[config.mk]
export PLATFORM = sky130hd
export DESIGN_NAME = mac_array
export DESIGN_NICKNAME = d
export VERILOG_FILES = /design/src/rtl/mac_array.sv
export SDC_FILE = /design/constraint.sdc
export NUM_CORES = 1
export LEC_CHECK = 0
export ABC_AREA = 1
export CAP_MARGIN = 5
export CORE_AREA = 2 2 153 155
export DETAILED_ROUTE_END_ITERATION = 8
export DIE_AREA = 0 0 155 157
export PLACE_DENSITY = 0.71
export REMOVE_ABC_BUFFERS = 1
export SETUP_SLACK_MARGIN = 0.2
export SLEW_MARGIN = 15
export SYNTH_ARGS = -nofsm -noshare
export SYNTH_HDL_FRONTEND = slang
export SYNTH_SLANG_ARGS = --single-unit
[constraint.sdc]
create_clock -name clk -period 5.7 [get_ports clk]
set_input_delay 0.855 -clock clk [delete_from_list [all_inputs] [get_ports clk]]
set_output_delay 0.855 -clock clk [all_outputs]
set_load 0.1 [all_outputs]
[src/rtl/mac_array.sv]
// mac_array: LANES-wide multiply-accumulate, ACC_LEN beats per frame, ready/valid on both sides.
// Define MAC_SATURATE_EN to clamp the frame result to OUT_W bits instead of wrapping.
module mac_array #(
    parameter int LANES   = 3,
    parameter int DATA_W  = 8,
    parameter int ACC_LEN = 3,
    parameter int OUT_W   = 20
) (
    input  logic                    clk,
    input  logic                    rst,
    input  logic [LANES*DATA_W-1:0] in_data,
    input  logic [LANES*DATA_W-1:0] in_weight,
    input  logic                    in_valid,
    output logic                    in_ready,
    input  logic                    acc_clr,
    output logic signed [OUT_W-1:0] out_result,
    output logic                    out_valid,
    input  logic                    out_ready
);
    localparam int PW = 2*DATA_W + 1;
    localparam int SW = PW + $clog2(LANES);
    localparam int AW = SW + $clog2(ACC_LEN);
    localparam int CW = ACC_LEN > 1 ? $clog2(ACC_LEN) : 1;
    logic signed [PW-1:0]    lane_d, lane_w;
    logic signed [SW-1:0]    beat_sum, psum;
    logic signed [AW-1:0]    acc, acc_next;
    logic signed [OUT_W-1:0] fmt_val;
    logic [CW-1:0]           beat_cnt;
    logic                    p_valid, p_last, s2_adv, take, cnt_last, fire_last;
    // a completed frame may only overwrite the output once the held result is taken
    assign s2_adv    = p_valid && !(p_last && out_valid && !out_ready);
    assign in_ready  = rst && !acc_clr && (!p_valid || s2_adv);
    assign take      = in_valid && in_ready;
    assign cnt_last  = beat_cnt == CW'(ACC_LEN - 1);
    assign fire_last = s2_adv && p_last && !acc_clr;
    assign acc_next  = acc + AW'(psum);
    always_comb begin
        lane_d   = '0;
        lane_w   = '0;
        beat_sum = '0;
        for (int i = 0; i < LANES; i++) begin
            lane_d   = PW'($signed({1'b0, in_data[i*DATA_W +: DATA_W]}));
            lane_w   = PW'($signed(in_weight[i*DATA_W +: DATA_W]));
            beat_sum = beat_sum + SW'(lane_d * lane_w);
        end
    end
`ifdef MAC_SATURATE_EN
    localparam int XW = AW > OUT_W ? AW : OUT_W;
    localparam logic signed [XW-1:0] MAX_V = {{(XW-OUT_W+1){1'b0}}, {(OUT_W-1){1'b1}}};
    localparam logic signed [XW-1:0] MIN_V = ~MAX_V;
    logic signed [XW-1:0] wide;
    logic                 clamp_hi, clamp_lo, sat_seen;
    assign wide     = XW'(acc_next);
    assign clamp_hi = wide > MAX_V;
    assign clamp_lo = wide < MIN_V;
    assign fmt_val  = clamp_hi ? OUT_W'(MAX_V) : clamp_lo ? OUT_W'(MIN_V) : OUT_W'(wide);
    always_ff @(posedge clk) begin
        if (!rst)
            sat_seen <= 1'b0;
        else
            sat_seen <= sat_seen || (fire_last && (clamp_hi || clamp_lo));
    end
`else
    assign fmt_val = OUT_W'(acc_next);
`endif
    always_ff @(posedge clk) begin
        if (!rst) begin
            p_valid    <= 1'b0;
            p_last     <= 1'b0;
            psum       <= '0;
            beat_cnt   <= '0;
            acc        <= '0;
            out_valid  <= 1'b0;
            out_result <= '0;
        end else begin
            if (acc_clr) begin
                p_valid  <= 1'b0;
                beat_cnt <= '0;
                acc      <= '0;
            end else begin
                if (take) begin
                    psum     <= beat_sum;
                    p_last   <= cnt_last;
                    beat_cnt <= cnt_last ? '0 : beat_cnt + CW'(1);
                end
                p_valid <= take || (p_valid && !s2_adv);
                if (s2_adv)
                    acc <= p_last ? '0 : acc_next;
            end
            out_valid  <= fire_last ? 1'b1 : out_valid && !out_ready;
            out_result <= fire_last ? fmt_val : out_result;
        end
    end
endmodule

==> run summary, run 1 <==
clk buf depth = 2
TritonRoute pass-1 iters = 5
Sinks on Clock Net = 64
Antenna Cells = 0
WP buf/inv = 10
Slew Viols, Final = 0
die area = 24300 µm²
starting density of the core = 0.496
Synth Area per Inst = 7.38 µm²
initial antenna violation count = 0
wire length of the first global-routing pass = 45400 µm
fmax = 169 MHz
setup violators final = 11
skew final = 0.00429 ns
1st-iter DRT viols = 529
arrival time at the worst endpoint = 6.14 ns
Critical Path Sink Type = flop
Die Y = 157 µm
Setup WS post-layout = -0.209 ns
violated checks = setup timing
Core ar. = 22500 µm²
gr ovfl total = 0
global placer's final weighted congestion = 0.939
total of max-cap violations = 0
Seq/Total Area, Yosys = 0.115
clk slew on worst S/H paths = 0.05 ns
Post-CTS Hold Buffers = 0
RSZ-0062 raised after global routing = true
share of layout cells above drive strength 1 = 0.207
htree depth = 3
Tightest Pin Transition = 0.996 ns
Top Family by Delay on Critical Path = adder cells
CP Class = input pin to flop
Tot GR Track Use = 0.232
total I/O pin count = 75
pin count of the biggest net entering global routing = 37
DRC viols = 0
ANT nets after route = 0
Die W = 155 µm
Vias/cell = 4.89
Crit-path slowest cell = fa_1
CTS buffer count = 9
Core Rows = 55
CP startpoint kind = input pin
# port buffers = 74
latest clock arrival within the worst-skew pair = 0.34 ns
number of fill cells = 1972
Root Buffer = clkbuf_16
CP peak stage delay = 0.56 ns
cell mode on critical path = fa_1
run status = finished with violations
final core utilization = 0.612
yosys warns = 0
area grow syn2layout = 23.3%
Hold Crit Class = flop to flop
vias in the first global route = 9650
final hold vios = 0
final wirelength = 27200 µm
fin nets = 2010
Routed wire per std cell = 14.0 µm
period utilization = 1.04
FFs w/ async S/R, synth = 0
relative slew slack = 0.334
cell area after synthesis = 11200 µm²
Final min period = 5.91 ns
ys flop type = dfxtp_1
CTS tree = built
EDFF count, synth = 0
WP data required = 5.93 ns
flops & latches, synth = 64
via count = 9530
post-synth cell types = 39
detailed placement HPWL = 22000 µm
synthesized netlist cell count = 1511
worst-path fanout max = 4
area by class of cell:
class / instances / area, µm² / area share
Multi-Input combinational cell: 950 / 8460 / 0.615
Timing Repair Buffer: 201 / 1710 / 0.124
Inverter: 434 / 1650 / 0.120
Sequential cell: 64 / 1280 / 0.0931
Tap cell: 285 / 357 / 0.0259
Clock buffer: 11 / 243 / 0.0176
Clock inverter: 5 / 56.3 / 0.00409
flip-flops by register name, summed over array words and instances, names as in the netlist:
name	count
acc	20
beat_cnt	2
out_result	20
out_valid	1
p_last	1
p_valid	1
psum	19
stage by stage:
stage / hold slack [ns] / std cells / TNS [ns] / instance area, µm² / worst slack (ns)
floorplan: 0.449 / 1448 / -2.94 / 10900 / -0.380
global placement: 0.456 / 1910 / -14.59 / 12700 / -1.18
detailed placement: 0.460 / 1910 / -15.39 / 12700 / -1.21
CTS: 0.471 / 1939 / -1.33 / 13400 / -0.200
global route: 0.493 / 1950 / -2.86 / 13800 / -0.335
finish: 0.470 / 1950 / -1.01 / 13800 / -0.209
logic make-up (layout without fill, tap and decap cells):
family | Yosys count | count (layout) | share of synthesized area
XOR/XNOR | 19 | 19 | 0.0149
AND/OR/NAND/NOR | 503 | 503 | 0.184
flip-flops | 64 | 64 | 0.115
buffers and inverters | 497 | 651 | 0.172
AO/OA/AOI/OAI | 131 | 131 | 0.0689
adder cells (fa/ha/maj) | 297 | 297 | 0.445
cell usage in the layout (no fill, tap or decap), types with 12 or more instances in the layout:
master,instances
inv_1,390
nand2_1,340
fa_1,154
ha_1,116
buf_4,100
dfxtp_1,64
nor2_1,54
a21oi_1,45
inv_2,39
buf_6,34
nand3_1,32
nand2_2,26
o21ai_0,25
clkdlybuf4s50_1,25
buf_2,15
nand3_2,14
o21bai_1,14
xor2_1,13
fa_2,13
a21oi_2,12
o21a_1,12
ha_4,12
final timing paths:
| check | cells after the start | slack, ns | end | start |
|---|---|---|---|---|
| setup / recovery | 25 | -0.21 | psum[10] | in_data[5] |
| hold / removal | 2 | 0.47 | acc[14] | acc[14] |
| hold reg to reg | 2 | 0.47 | acc[14] | acc[14] |
| setup reg to reg | 6 | 3.02 | out_result[12] | p_last |
per-layer routing:
layer  part of all wire  GRT usage  vias to the layer above  wire (µm)
met4              0.018     0.0459                        0        488
met1               0.44      0.320                     4537      12000
met5                  0          0                        -          0
li1                   -          -                     4687          -
met3              0.062     0.0325                       41       1690
met2               0.48      0.393                      265      13000
worst register-to-register path, delay by kind of cell, from the launching register on:
family          cells  cell delay (ns)
compound gates      1             0.27
buf+inv             2             0.42
flops               1             0.34
simple gates        3             1.54
what timing repair did:
item	in CTS	in global routing
endpoints found under the setup margin	15	14
setup buffers	13	11
pin swaps	67	52
gates resized for setup	234	154
synth_stat cells (2+ instances only):
master | number | area [µm²]
a211oi_1 | 3 | 22.5
a21oi_1 | 56 | 280
nand2_2 | 6 | 37.5
nor3_1 | 3 | 15.0
nand3_2 | 4 | 40.0
nand3b_1 | 2 | 15.0
nor2_1 | 61 | 229
a21o_1 | 2 | 15.0
o21ai_1 | 3 | 15.0
clkbuf_1 | 53 | 199
o21ai_0 | 31 | 155
inv_1 | 426 | 1600
clkinv_1 | 3 | 11.3
buf_4 | 4 | 30.0
dfxtp_1 | 64 | 1280
buf_2 | 4 | 20.0
xor2_1 | 14 | 123
nand2_1 | 368 | 1380
nand4_1 | 3 | 18.8
ha_1 | 130 | 1630
xnor2_1 | 5 | 43.8
a21oi_2 | 6 | 52.6
inv_4 | 2 | 12.5
fa_1 | 167 | 3340
o21bai_1 | 15 | 113
inv_2 | 3 | 11.3
nand3_1 | 43 | 215
o21a_1 | 12 | 90.1
or2_2 | 8 | 50.1
Power of run 1 is not shown: default switching activity piles up to over one toggle a cycle in this logic, so the estimate is an artifact.
==> run 2, diff against run 1 <==
CORE_AREA = 4 4 155 157   (was 2 2 153 155)
DIE_AREA = 0 0 159 161   (was 0 0 155 157)
==> run summary, run 2 (synthesized netlist as in run 1, its figures left out) <==
run status = finished with violations
violated checks = setup timing
Die W = 159 µm
Core ar. = 22500 µm²
vias in the first global route = 9852
Hold Crit Class = flop to flop
Final Cell Area = 14000 µm²
skew final = 0.00634 ns
# port buffers = 74
Antenna Cells = 0
Post-CTS Hold Buffers = 0
setup violators final = 9
total I/O pin count = 75
Root Buffer = clkbuf_16
pin count of the biggest net entering global routing = 37
1st-iter DRT viols = 589
Regs by FF count = acc (20), out_result (20), psum (19)
Finished Layout Cells = 1952
CP Class = input pin to flop
period utilization = 1.03
TritonRoute pass-1 iters = 6
DRC viols = 0
number of fill cells = 1866
die area = 25600 µm²
Critical Path Sink Type = flop
fmax = 171 MHz
gr ovfl total = 0
fin nets = 2013
final wirelength = 28200 µm
Routed wire per std cell = 14.5 µm
RSZ-0062 raised after global routing = true
final setup TNS = -0.687 ns
CTS tree = built
Tightest Pin Transition = 0.991 ns
initial antenna violation count = 0
worst-path fanout max = 5
arrival time at the worst endpoint = 6.09 ns
detailed placement HPWL = 22100 µm
htree depth = 3
share of layout cells above drive strength 1 = 0.231
CP startpoint kind = input pin
Core Rows = 55
CTS buffer count = 9
Final min period = 5.86 ns
WP data required = 5.94 ns
most frequent cells in the layout = inv_1, nand2_1, fa_1, buf_4, ha_1
multi-input logic area = 8650 µm²
clk slew on worst S/H paths = 0.06 ns
relative slew slack = 0.338
via count = 9646
latest clock arrival within the worst-skew pair = 0.34 ns
Setup WS post-layout = -0.155 ns
area occupied by registers = 1280 µm²
Die Y = 161 µm
dpl cells = 1908
ANT nets after route = 0
Slew Viols, Final = 0
final hold vios = 0
area grow syn2layout = 25.7%
Vias/cell = 4.94
global placer's final weighted congestion = 0.954
clk buf depth = 2
Placed Area = 12700 µm²
commonest non-fill, non-tap cell in the layout = inv_1
starting density of the core = 0.496
wire length of the first global-routing pass = 46400 µm
total of max-cap violations = 0
Sinks on Clock Net = 64
Tot GR Track Use = 0.219
## run 2: path summary, 6_finish.rpt
path,depth (start not counted),startpoint,end,slack (ns)
max,24,in_weight[13],psum[17],-0.16
min,2,acc[14],acc[14],0.47
min reg2reg,2,acc[14],acc[14],0.47
max reg2reg,6,p_last,out_result[5],3.03
## run 2: layer usage
metal / global-route usage / share of wire
met5: 0 / 0
met4: 0.0469 / 0.029
met2: 0.384 / 0.50
met1: 0.293 / 0.41
met3: 0.0296 / 0.065
## run 2: area by class of cell
type                            count  share of cell area
Tap cell                          285              0.0254
Clock buffer                        9              0.0161
Inverter                          434               0.118
Sequential cell                    64              0.0914
Clock inverter                      6             0.00437
Timing Repair Buffer              204               0.128
Multi-Input combinational cell    950               0.617
## run 2: metrics by stage
| stage | util | hold WS (ns) | setup WS [ns] |
|---|---|---|---|
| floorplan | - | 0.449 | -0.380 |
| global placement | 0.566 | 0.457 | -1.08 |
| detailed placement | 0.566 | 0.460 | -1.15 |
| CTS | 0.606 | 0.469 | -0.0187 |
| global route | 0.623 | 0.494 | -0.380 |
| finish | 0.623 | 0.469 | -0.155 |
## run 2: worst max-delay path, stage by stage
cell and delay, ns:
buf_2 0.12, buf_6 0.13, nand2_1 0.05, inv_1 0.05
fa_1 0.54, fa_1 0.43, fa_1 0.56, fa_1 0.45
fa_1 0.54, fa_1 0.55, inv_2 0.05, fa_1 0.52
inv_2 0.05, ha_4 0.27, a21oi_4 0.15, nor2_1 0.07
nor2_2 0.17, nor2_1 0.06, nor2_1 0.15, nand2_1 0.07
nand2_1 0.06, nand3_1 0.07, nand2_1 0.08, inv_1 0.04
## run 2: timing repair
| item | in CTS | in global routing |
|---|---|---|
| setup buffers | 15 | 14 |
| cloned | 0 | 0 |
| resized for setup | 371 | 120 |
| pin swaps | 84 | 96 |
| endpoints found under the setup margin | 15 | 13 |
Power of run 2 is left out for the same reason.
==> run 3, diff against run 2 <==
CORE_AREA = 4 4 142 144   (was 4 4 155 157)
DIE_AREA = 0 0 146 148   (was 0 0 159 161)
PLACE_DENSITY = 0.8   (was 0.71)
SLEW_MARGIN = 20   (was 15)
clock period = 7.1 ns   (was 5.7 ns; I/O delays follow)
==> run summary, run 3 (synthesized netlist as in run 1, its figures left out) <==
Die W = 146 µm
Antenna Cells = 0
WP data required = 7.33 ns
CP peak stage delay = 0.73 ns
Tightest Pin Transition = 0.988 ns
clk slew on worst S/H paths = 0.05 ns
RSZ-0062 raised after global routing = true
worst reg2reg path depth = 6
R2R Path Start = p_last
detailed placement HPWL = 21400 µm
worst reg2reg setup slack = 4.44 ns
Root Buffer = clkbuf_16
via count = 9203
arrival time at the worst endpoint = 6.92 ns
dpl cells = 1780
number of fill cells = 1556
pin count of the biggest net entering global routing = 37
worst r2r dst = out_result[13]
end of the critical path = psum[17]
Core ar. = 18700 µm²
CTS tree = built
Setup WS post-layout = 0.414 ns
wire length of the first global-routing pass = 43300 µm
DP Worst Slack = -0.103 ns
Critical Path Sink Type = flop
starting density of the core = 0.596
total of max-cap violations = 0
latest clock arrival within the worst-skew pair = 0.34 ns
final core utilization = 0.667
period utilization = 0.942
Critical Path, Cell by Cell = clkdlybuf4s50_1 -> nand2_1 -> fa_1 -> fa_1 -> fa_1 -> inv_1 -> fa_1 -> fa_1 -> fa_1 -> inv_1 -> fa_1 -> inv_1 -> ha_1 -> a21oi_1 -> nand2_1 -> a21boi_2 -> or2_1 -> nand2_1 -> nand2_1 -> nand3_1 -> nand2_1 -> inv_1
relative slew slack = 0.339
most frequent cells in the layout = inv_1, nand2_1, fa_1, ha_1, dfxtp_1
run status = finished, final reports clean
clk buf depth = 2
gr ovfl total = 0
Routed wire per std cell = 13.8 µm
Post-CTS Hold Buffers = 0
fmax = 150 MHz
multi-input logic area = 7970 µm²
initial antenna violation count = 0
CP Class = input pin to flop
ANT nets after route = 0
area grow syn2layout = 11.8%
Hold Crit Class = flop to flop
final wirelength = 24800 µm
Core Rows = 50
setup violators final = 0
Finished Layout Cells = 1796
Sinks on Clock Net = 64
fin nets = 1908
htree depth = 3
Die Y = 148 µm
Final min period = 6.69 ns
cell mode on critical path = fa_1
share of layout cells above drive strength 1 = 0.0499
die area = 21600 µm²
Vias/cell = 5.12
Slew Viols, Final = 0
Crit-path slowest cell = clkdlybuf4s50_1
commonest non-fill, non-tap cell in the layout = inv_1
worst-path fanout max = 8
TritonRoute pass-1 iters = 5
final hold vios = 0
vias in the first global route = 9383
Regs by FF count = acc (20), out_result (20), psum (19)
area occupied by registers = 1280 µm²
CTS buffer count = 9
Crit. Startpoint = in_weight[19]
skew final = 0.00553 ns
Tot GR Track Use = 0.243
DRC viols = 0
total I/O pin count = 75
1st-iter DRT viols = 548
# port buffers = 74
CP startpoint kind = input pin
global placer's final weighted congestion = 0.941
-- run 3: worst min-delay path by stage --
stage | slack (ns) | startpoint | cells after the start | end
final | 0.47 | acc[15] | 2 | acc[15]
after CTS | 0.47 | acc[10] | 2 | acc[10]
after global routing | 0.49 | acc[3] | 2 | acc[3]
after floorplan | 0.45 | acc[0] | 2 | acc[0]
after detailed placement | 0.47 | acc[9] | 2 | acc[9]
after global placement | 0.46 | acc[0] | 2 | acc[0]
-- run 3: area by class of cell --
| type | count | share of cell area |
|---|---|---|
| well taps | 234 | 0.0235 |
| clock inverters | 3 | 0.00522 |
| flip-flops and latches | 64 | 0.103 |
| multi-input cells | 950 | 0.639 |
| clock buffers | 12 | 0.0206 |
| inverters | 434 | 0.131 |
| repair buffers | 99 | 0.0783 |
-- run 3: metal layers --
| metal | share of wire | up-vias | track usage | wire length (µm) |
|---|---|---|---|---|
| met5 | 0 | - | 0 | 0 |
| met4 | 0.021 | 0 | 0.0579 | 514 |
| met3 | 0.079 | 39 | 0.0530 | 1960 |
| met2 | 0.48 | 322 | 0.414 | 11900 |
| met1 | 0.42 | 4356 | 0.320 | 10400 |
| li1 | - | 4486 | - | - |
-- run 3: timing repair --
action | in CTS | in global routing
setup endpoints to repair | 0 | 11
gates resized for setup | 0 | 25
buffers inserted | 0 | 1
-- run 3: per-stage QoR --
stage	TNS, ns	area (µm²)	hold WS (ns)
after floorplan	0	10900	0.449
after global placement	-0.00956	12100	0.456
after detailed placement	-0.205	12100	0.465
after CTS	0	12400	0.473
after global routing	0	12500	0.491
final	0	12500	0.468
-- run 3: critical path: cells and delay by family --
| family | cells | cell delay, ns |
|---|---|---|
| AO/OA/AOI/OAI | 2 | 0.46 |
| adder cells (fa/ha/maj) | 8 | 3.81 |
| buffers and inverters | 5 | 0.90 |
| AND/OR/NAND/NOR | 7 | 0.66 |
Power of run 3 is left out for the same reason.
